===== config.mk =====
export PLATFORM = sky130hd
export DESIGN_NAME = subtree_launch_ctrl
export DESIGN_NICKNAME = d
export VERILOG_FILES = /design/src/rtl/subtree_launch_ctrl.sv
export SDC_FILE = /design/constraint.sdc
export NUM_CORES = 1
export LEC_CHECK = 0
export ABC_AREA = 1
export CAP_MARGIN = 20
export CORE_MARGIN = 8
export CORE_UTILIZATION = 45
export CTS_BUF_LIST = sky130_fd_sc_hd__clkbuf_4 sky130_fd_sc_hd__clkbuf_8 sky130_fd_sc_hd__clkbuf_16
export DETAILED_ROUTE_END_ITERATION = 10
export PLACE_DENSITY = 0.64
export SLEW_MARGIN = 30
export SYNTH_ARGS = -nofsm -noshare
export SYNTH_HDL_FRONTEND = slang
export SYNTH_SLANG_ARGS = --single-unit

===== constraint.sdc =====
create_clock -name clk -period 2.9 [get_ports clk]
set_input_delay 0.58 -clock clk [delete_from_list [all_inputs] [get_ports clk]]
set_output_delay 0.58 -clock clk [all_outputs]
set_load 0.02 [all_outputs]

===== src/rtl/subtree_launch_ctrl.sv =====
// Sequences the start of NUM_CHILD child blocks (serially or all at once) and
// supervises their completion with a per-wait-phase timeout.
module subtree_launch_ctrl #(
  parameter int NUM_CHILD   = 5,
  parameter int SERIAL      = 1,
  parameter int TIMEOUT_CYC = 255,
  localparam int IDX_W      = (NUM_CHILD > 1) ? $clog2(NUM_CHILD) : 1
) (
  input  logic                 clk,
  input  logic                 rst_n,
  input  logic                 start_i,
  input  logic [NUM_CHILD-1:0] child_done_i,
  output logic [NUM_CHILD-1:0] child_start_o,
  output logic                 busy_o,
  output logic                 done_o,
  output logic                 err_o,
  output logic [IDX_W-1:0]     fail_idx_o,
  output logic [NUM_CHILD-1:0] done_mask_o
);

  localparam int CNT_W = $clog2(TIMEOUT_CYC + 1);
  localparam logic [CNT_W-1:0] TMO_LAST = CNT_W'(TIMEOUT_CYC - 1);
  localparam logic [IDX_W-1:0] LAST_IDX = IDX_W'(NUM_CHILD - 1);

  typedef enum logic [2:0] {
    ST_IDLE   = 3'd0,
    ST_LAUNCH = 3'd1,
    ST_WAIT   = 3'd2,
    ST_DONE   = 3'd3,
    ST_ERR    = 3'd4
  } state_t;

  state_t               state_r, state_s;
  logic [IDX_W-1:0]     k_r, k_s;
  logic [CNT_W-1:0]     cnt_r, cnt_s;
  logic [NUM_CHILD-1:0] launched_r, launched_s;
  logic [NUM_CHILD-1:0] mask_r, mask_s;
  logic                 err_r, err_s;
  logic [IDX_W-1:0]     fail_idx_r, fail_idx_s;
  logic [NUM_CHILD-1:0] child_start_r, start_vec_s;
  logic                 busy_r, done_r;
  logic                 complete_s;

  function automatic logic [NUM_CHILD-1:0] onehot(input logic [IDX_W-1:0] idx);
    logic [NUM_CHILD-1:0] v;
    for (int i = 0; i < NUM_CHILD; i++) begin
      v[i] = (IDX_W'(i) == idx);
    end
    return v;
  endfunction

  function automatic logic [IDX_W-1:0] lowest_set(input logic [NUM_CHILD-1:0] v);
    logic [IDX_W-1:0] idx;
    idx = {IDX_W{1'b0}};
    for (int i = NUM_CHILD - 1; i >= 0; i--) begin
      if (v[i]) begin
        idx = IDX_W'(i);
      end else begin
        idx = idx;
      end
    end
    return idx;
  endfunction

  // Next-state, child pointer, timeout counter and completion tracking.
  always_comb begin
    state_s    = state_r;
    k_s        = k_r;
    cnt_s      = cnt_r;
    launched_s = launched_r;
    mask_s     = mask_r;
    err_s      = err_r;
    fail_idx_s = fail_idx_r;
    complete_s = 1'b0;
    case (state_r)
      ST_IDLE, ST_DONE, ST_ERR: begin
        if (start_i) begin
          state_s    = ST_LAUNCH;
          k_s        = {IDX_W{1'b0}};
          cnt_s      = {CNT_W{1'b0}};
          launched_s = {NUM_CHILD{1'b0}};
          mask_s     = {NUM_CHILD{1'b0}};
          err_s      = 1'b0;
          fail_idx_s = {IDX_W{1'b0}};
        end else if (state_r == ST_DONE) begin
          state_s = ST_IDLE;
        end else begin
          state_s = state_r;
        end
      end
      ST_LAUNCH: begin
        // A child may already report done during its own launch cycle.
        launched_s = launched_r | child_start_r;
        mask_s     = mask_r | (child_done_i & launched_s);
        cnt_s      = {CNT_W{1'b0}};
        state_s    = ST_WAIT;
      end
      ST_WAIT: begin
        mask_s = mask_r | (child_done_i & launched_r);
        if (SERIAL != 0) begin
          complete_s = mask_s[k_r];
        end else begin
          complete_s = &mask_s;
        end
        // Completion takes priority over a timeout in the same cycle.
        if (complete_s) begin
          cnt_s = {CNT_W{1'b0}};
          if ((SERIAL == 0) || (k_r == LAST_IDX)) begin
            state_s = ST_DONE;
          end else begin
            k_s     = k_r + IDX_W'(1);
            state_s = ST_LAUNCH;
          end
        end else if (cnt_r == TMO_LAST) begin
          state_s    = ST_ERR;
          err_s      = 1'b1;
          fail_idx_s = lowest_set(launched_r & ~mask_s);
        end else begin
          cnt_s = cnt_r + CNT_W'(1);
        end
      end
      default: begin
        state_s = ST_IDLE;
      end
    endcase
    if (SERIAL != 0) begin
      start_vec_s = onehot(k_s);
    end else begin
      start_vec_s = {NUM_CHILD{1'b1}};
    end
  end

  // State and output registers; outputs are decoded from the next state so they are flop-driven.
  always_ff @(posedge clk or negedge rst_n) begin
    if (!rst_n) begin
      state_r       <= ST_IDLE;
      k_r           <= {IDX_W{1'b0}};
      cnt_r         <= {CNT_W{1'b0}};
      launched_r    <= {NUM_CHILD{1'b0}};
      mask_r        <= {NUM_CHILD{1'b0}};
      err_r         <= 1'b0;
      fail_idx_r    <= {IDX_W{1'b0}};
      child_start_r <= {NUM_CHILD{1'b0}};
      busy_r        <= 1'b0;
      done_r        <= 1'b0;
    end else begin
      state_r       <= state_s;
      k_r           <= k_s;
      cnt_r         <= cnt_s;
      launched_r    <= launched_s;
      mask_r        <= mask_s;
      err_r         <= err_s;
      fail_idx_r    <= fail_idx_s;
      child_start_r <= (state_s == ST_LAUNCH) ? start_vec_s : {NUM_CHILD{1'b0}};
      busy_r        <= (state_s == ST_LAUNCH) || (state_s == ST_WAIT);
      done_r        <= (state_s == ST_DONE);
    end
  end

  assign child_start_o = child_start_r;
  assign busy_o        = busy_r;
  assign done_o        = done_r;
  assign err_o         = err_r;
  assign fail_idx_o    = fail_idx_r;
  assign done_mask_o   = mask_r;

endmodule


==> results.ini <==
[yosys]
yosys_warnings=0
ys_seq_elements=35
synth.net_count=257
synth_cell_types=29
synth_area_per_cell_um2=7.97
mappedNetlistArea_um2=1950
ys_seq_area_share_pct=44.8
postSynthCellCount=245

[min_path]
hold_path_class=input pin to asynchronous set/reset pin

[finish]
drive_gt1_share_pct=13.5
nets=285
postLayoutCoreUtil_pct=54.4
areaGrowthSynthToFinish_pct=18.8
layout_common_cells=66 x nand2_1, 35 x dfrtp_1, 32 x inv_1
layout_commonest_cell=nand2_1
diodes=0
instances_no_fill=326

[critical_path]
slowest_stage=clkdlybuf4s50_1
path_cells=clkdlybuf4s50_1, nand2_1, nand2_1, nor2_2, nor2_2, nand3_4, nand2_4, or2_4, nand2_4, o21ai_0, inv_1
cp_slowest_stage_delay_ns=0.50
worstPathArrival_ns=2.15
cp-start-kind=input pin
reg2reg_depth=11
cp-end-kind=flop
rrSetupSlack_ns=1.19
critPathBufInv=2
r2r-start=state_r[2]$_DFF_PN0_
startpoint=child_done_i[0]
path_delay_family=simple AND/OR/NAND/NOR gates
crit_type=input pin to flop
crit_required_ns=3.08
cp_max_fo=14
r2r_end=child_start_o[1]$_DFF_PN0_

[clock_tree]
cts_sinks=35
cts_buffers=5
cts_buffer_depth=2
clkTransAtPathRegs_ns=0.07
clock_latency_ns=0.29
post_cts_buffers=0
cts_resized=0
ctsRootBufferMaster=clkbuf_8
holdBufCountCts=0
cts_max_level=2
cts_tree=yes

[placed_design]
hpwl_mm=3.27
portBuffers=23
routabilityCongestion=0.895
place_inst=318

[sta]
worst_pin_slew_ns=0.786
fmax_ghz=0.507
post-route-period-util_pct=68.0
hold_slack_ns=0.370
tns_ns=0
period_needed_ns=1.97
clock_skew_ns=0.00858
rsz0062_at_grt=false
max_slew_margin_pct=47.6
hold_violations=0
slew_violations=0
setup_violations=0

[die]
dieWidth_um=81.9
std_cell_rows=24
die_area_um2=6700
fp.coreArea_um2=4260
fp.dieH_um=81.9
pin_count=24
start_util_pct=45.8

[pwr]
p_switching_w=0.000946
p_int_w=0.00120
swShare_pct=44.0
seqPwrFrac_pct=32.7
cellPowerDensity_nw_per_um2=926
vdd_drop_max_v=0.000392
clkPwrFrac_pct=18.6
combPwrFrac_pct=48.7
p_leak_nw=1.12

[global_routing]
grt_pass1_wl_mm=7.48
grt_util_all_layers_pct=14.5
grt_pass1_vias=1567
grt_max_degree=36
grt_overflow=0
antenna_found_initial=0

[route]
drc=0
drt_pass1_iterations=4
viasPerCell=4.98
wl_mm=4.40
drt_iter0_markers=116
wl_per_cell_um=13.5
ant_nets=0
vias=1624

[status]
status=finished clean

[run]
drv_cap=0

-- synthesized netlist by cell type --
cell type / n / share of area (%)
nand4_1: 10 / 3.2
inv_1: 32 / 6.2
ha_1: 4 / 2.6
nor2_4: 1 / 0.58
nor3_1: 1 / 0.26
o21ai_1: 1 / 0.26
a21oi_1: 3 / 0.77
clkbuf_8: 1 / 0.70
buf_8: 1 / 0.77
o21bai_1: 3 / 1.2
xor2_1: 1 / 0.45
nand2_2: 8 / 2.6
or2_4: 1 / 0.45
nand3_4: 1 / 0.90
nand2_4: 2 / 1.2
nor2_1: 19 / 3.7
a31oi_1: 1 / 0.32
nand3_2: 1 / 0.51
o221ai_1: 5 / 2.2
dfrtp_1: 35 / 45
xnor2_1: 1 / 0.45
or2_2: 1 / 0.32
nand2_1: 66 / 13
buf_2: 1 / 0.26
nor2_2: 4 / 1.3
inv_2: 2 / 0.38
o21ai_2: 6 / 2.7
o21ai_0: 20 / 5.1
nand3_1: 13 / 3.3
-- power by group through the flow --
stage	combinational, W	clock [W]	sequential (W)
after floorplan	0.000694	0	0.000764
after global placement	0.00105	0	0.000709
after detailed placement	0.00105	0	0.000711
after CTS	0.00106	0.000407	0.000702
after global routing	0.00117	0.000435	0.000719
final	0.00105	0.000400	0.000703
-- registers in the layout (all words and copies together), names as in the netlist --
name           cells
state_r            3
done_mask_o        5
launched_r         5
done_o             1
child_start_o      5
busy_o             1
err_o              1
fail_idx_o         3
k_r                3
cnt_r              8
-- final cells by class --
class | count | area, um2
fill | 425 | 1940
multi-input combinational | 173 | 916
sequential | 35 | 876
timing repair buffer | 24 | 233
inverter | 34 | 128
clock buffer | 8 | 104
tap | 52 | 65.1
-- kinds of logic after synthesis --
kind of cell               count (synthesis)  share of synthesized area, %
AOI/OAI and AO/OA                         39                          12.6
xor gates and xnor gates                   2                         0.897
adders and majority gates                  4                          2.56
buffers and inverters                     37                          8.26
DFF                                       35                          44.8
and+or+nand+nor                          128                          30.9
-- worst reg2reg max path, cell delays in order, from the launching register on --
cell	delay [ns]
dfrtp_1	0.39
inv_1	0.07
nand2_1	0.06
nor2_1	0.08
buf_4	0.25
nand2_1	0.12
nor2_1	0.19
nor2_1	0.08
nand2_2	0.14
nor2_2	0.05
nand2_1	0.11
nor2_1	0.06
-- how the worst max path moves through the flow --
stage,endpoint,depth (start not counted),slack (ns)
floorplan,cnt_r[4]$_DFFE_PN0P_,11,1.27
global placement,cnt_r[0]$_DFFE_PN0P_,11,0.65
detailed placement,cnt_r[0]$_DFFE_PN0P_,11,0.61
CTS,cnt_r[0]$_DFFE_PN0P_,11,0.91
global route,child_start_o[2]$_DFF_PN0_,9,0.75
finish,cnt_r[0]$_DFFE_PN0P_,11,0.93
-- per-stage QoR --
stage | total power, W | cell area (um2) | setup slack, ns
after CTS | 0.00217 | 2320 | 0.909
after global routing | 0.00233 | 2320 | 0.748
after floorplan | 0.00146 | 1950 | 1.27
final | 0.00215 | 2320 | 0.927
after detailed placement | 0.00176 | 2220 | 0.610
after global placement | 0.00176 | 2220 | 0.652
-- per-layer routing --
layer,vias to the layer above,GRT usage [%],wire length [um]
met5,-,0,0
met4,0,5.79,77
met3,8,4.16,206
met2,30,21.8,1990
met1,732,19.1,2120
li1,854,-,-
Note: power is estimated with default switching activity, not from simulation.
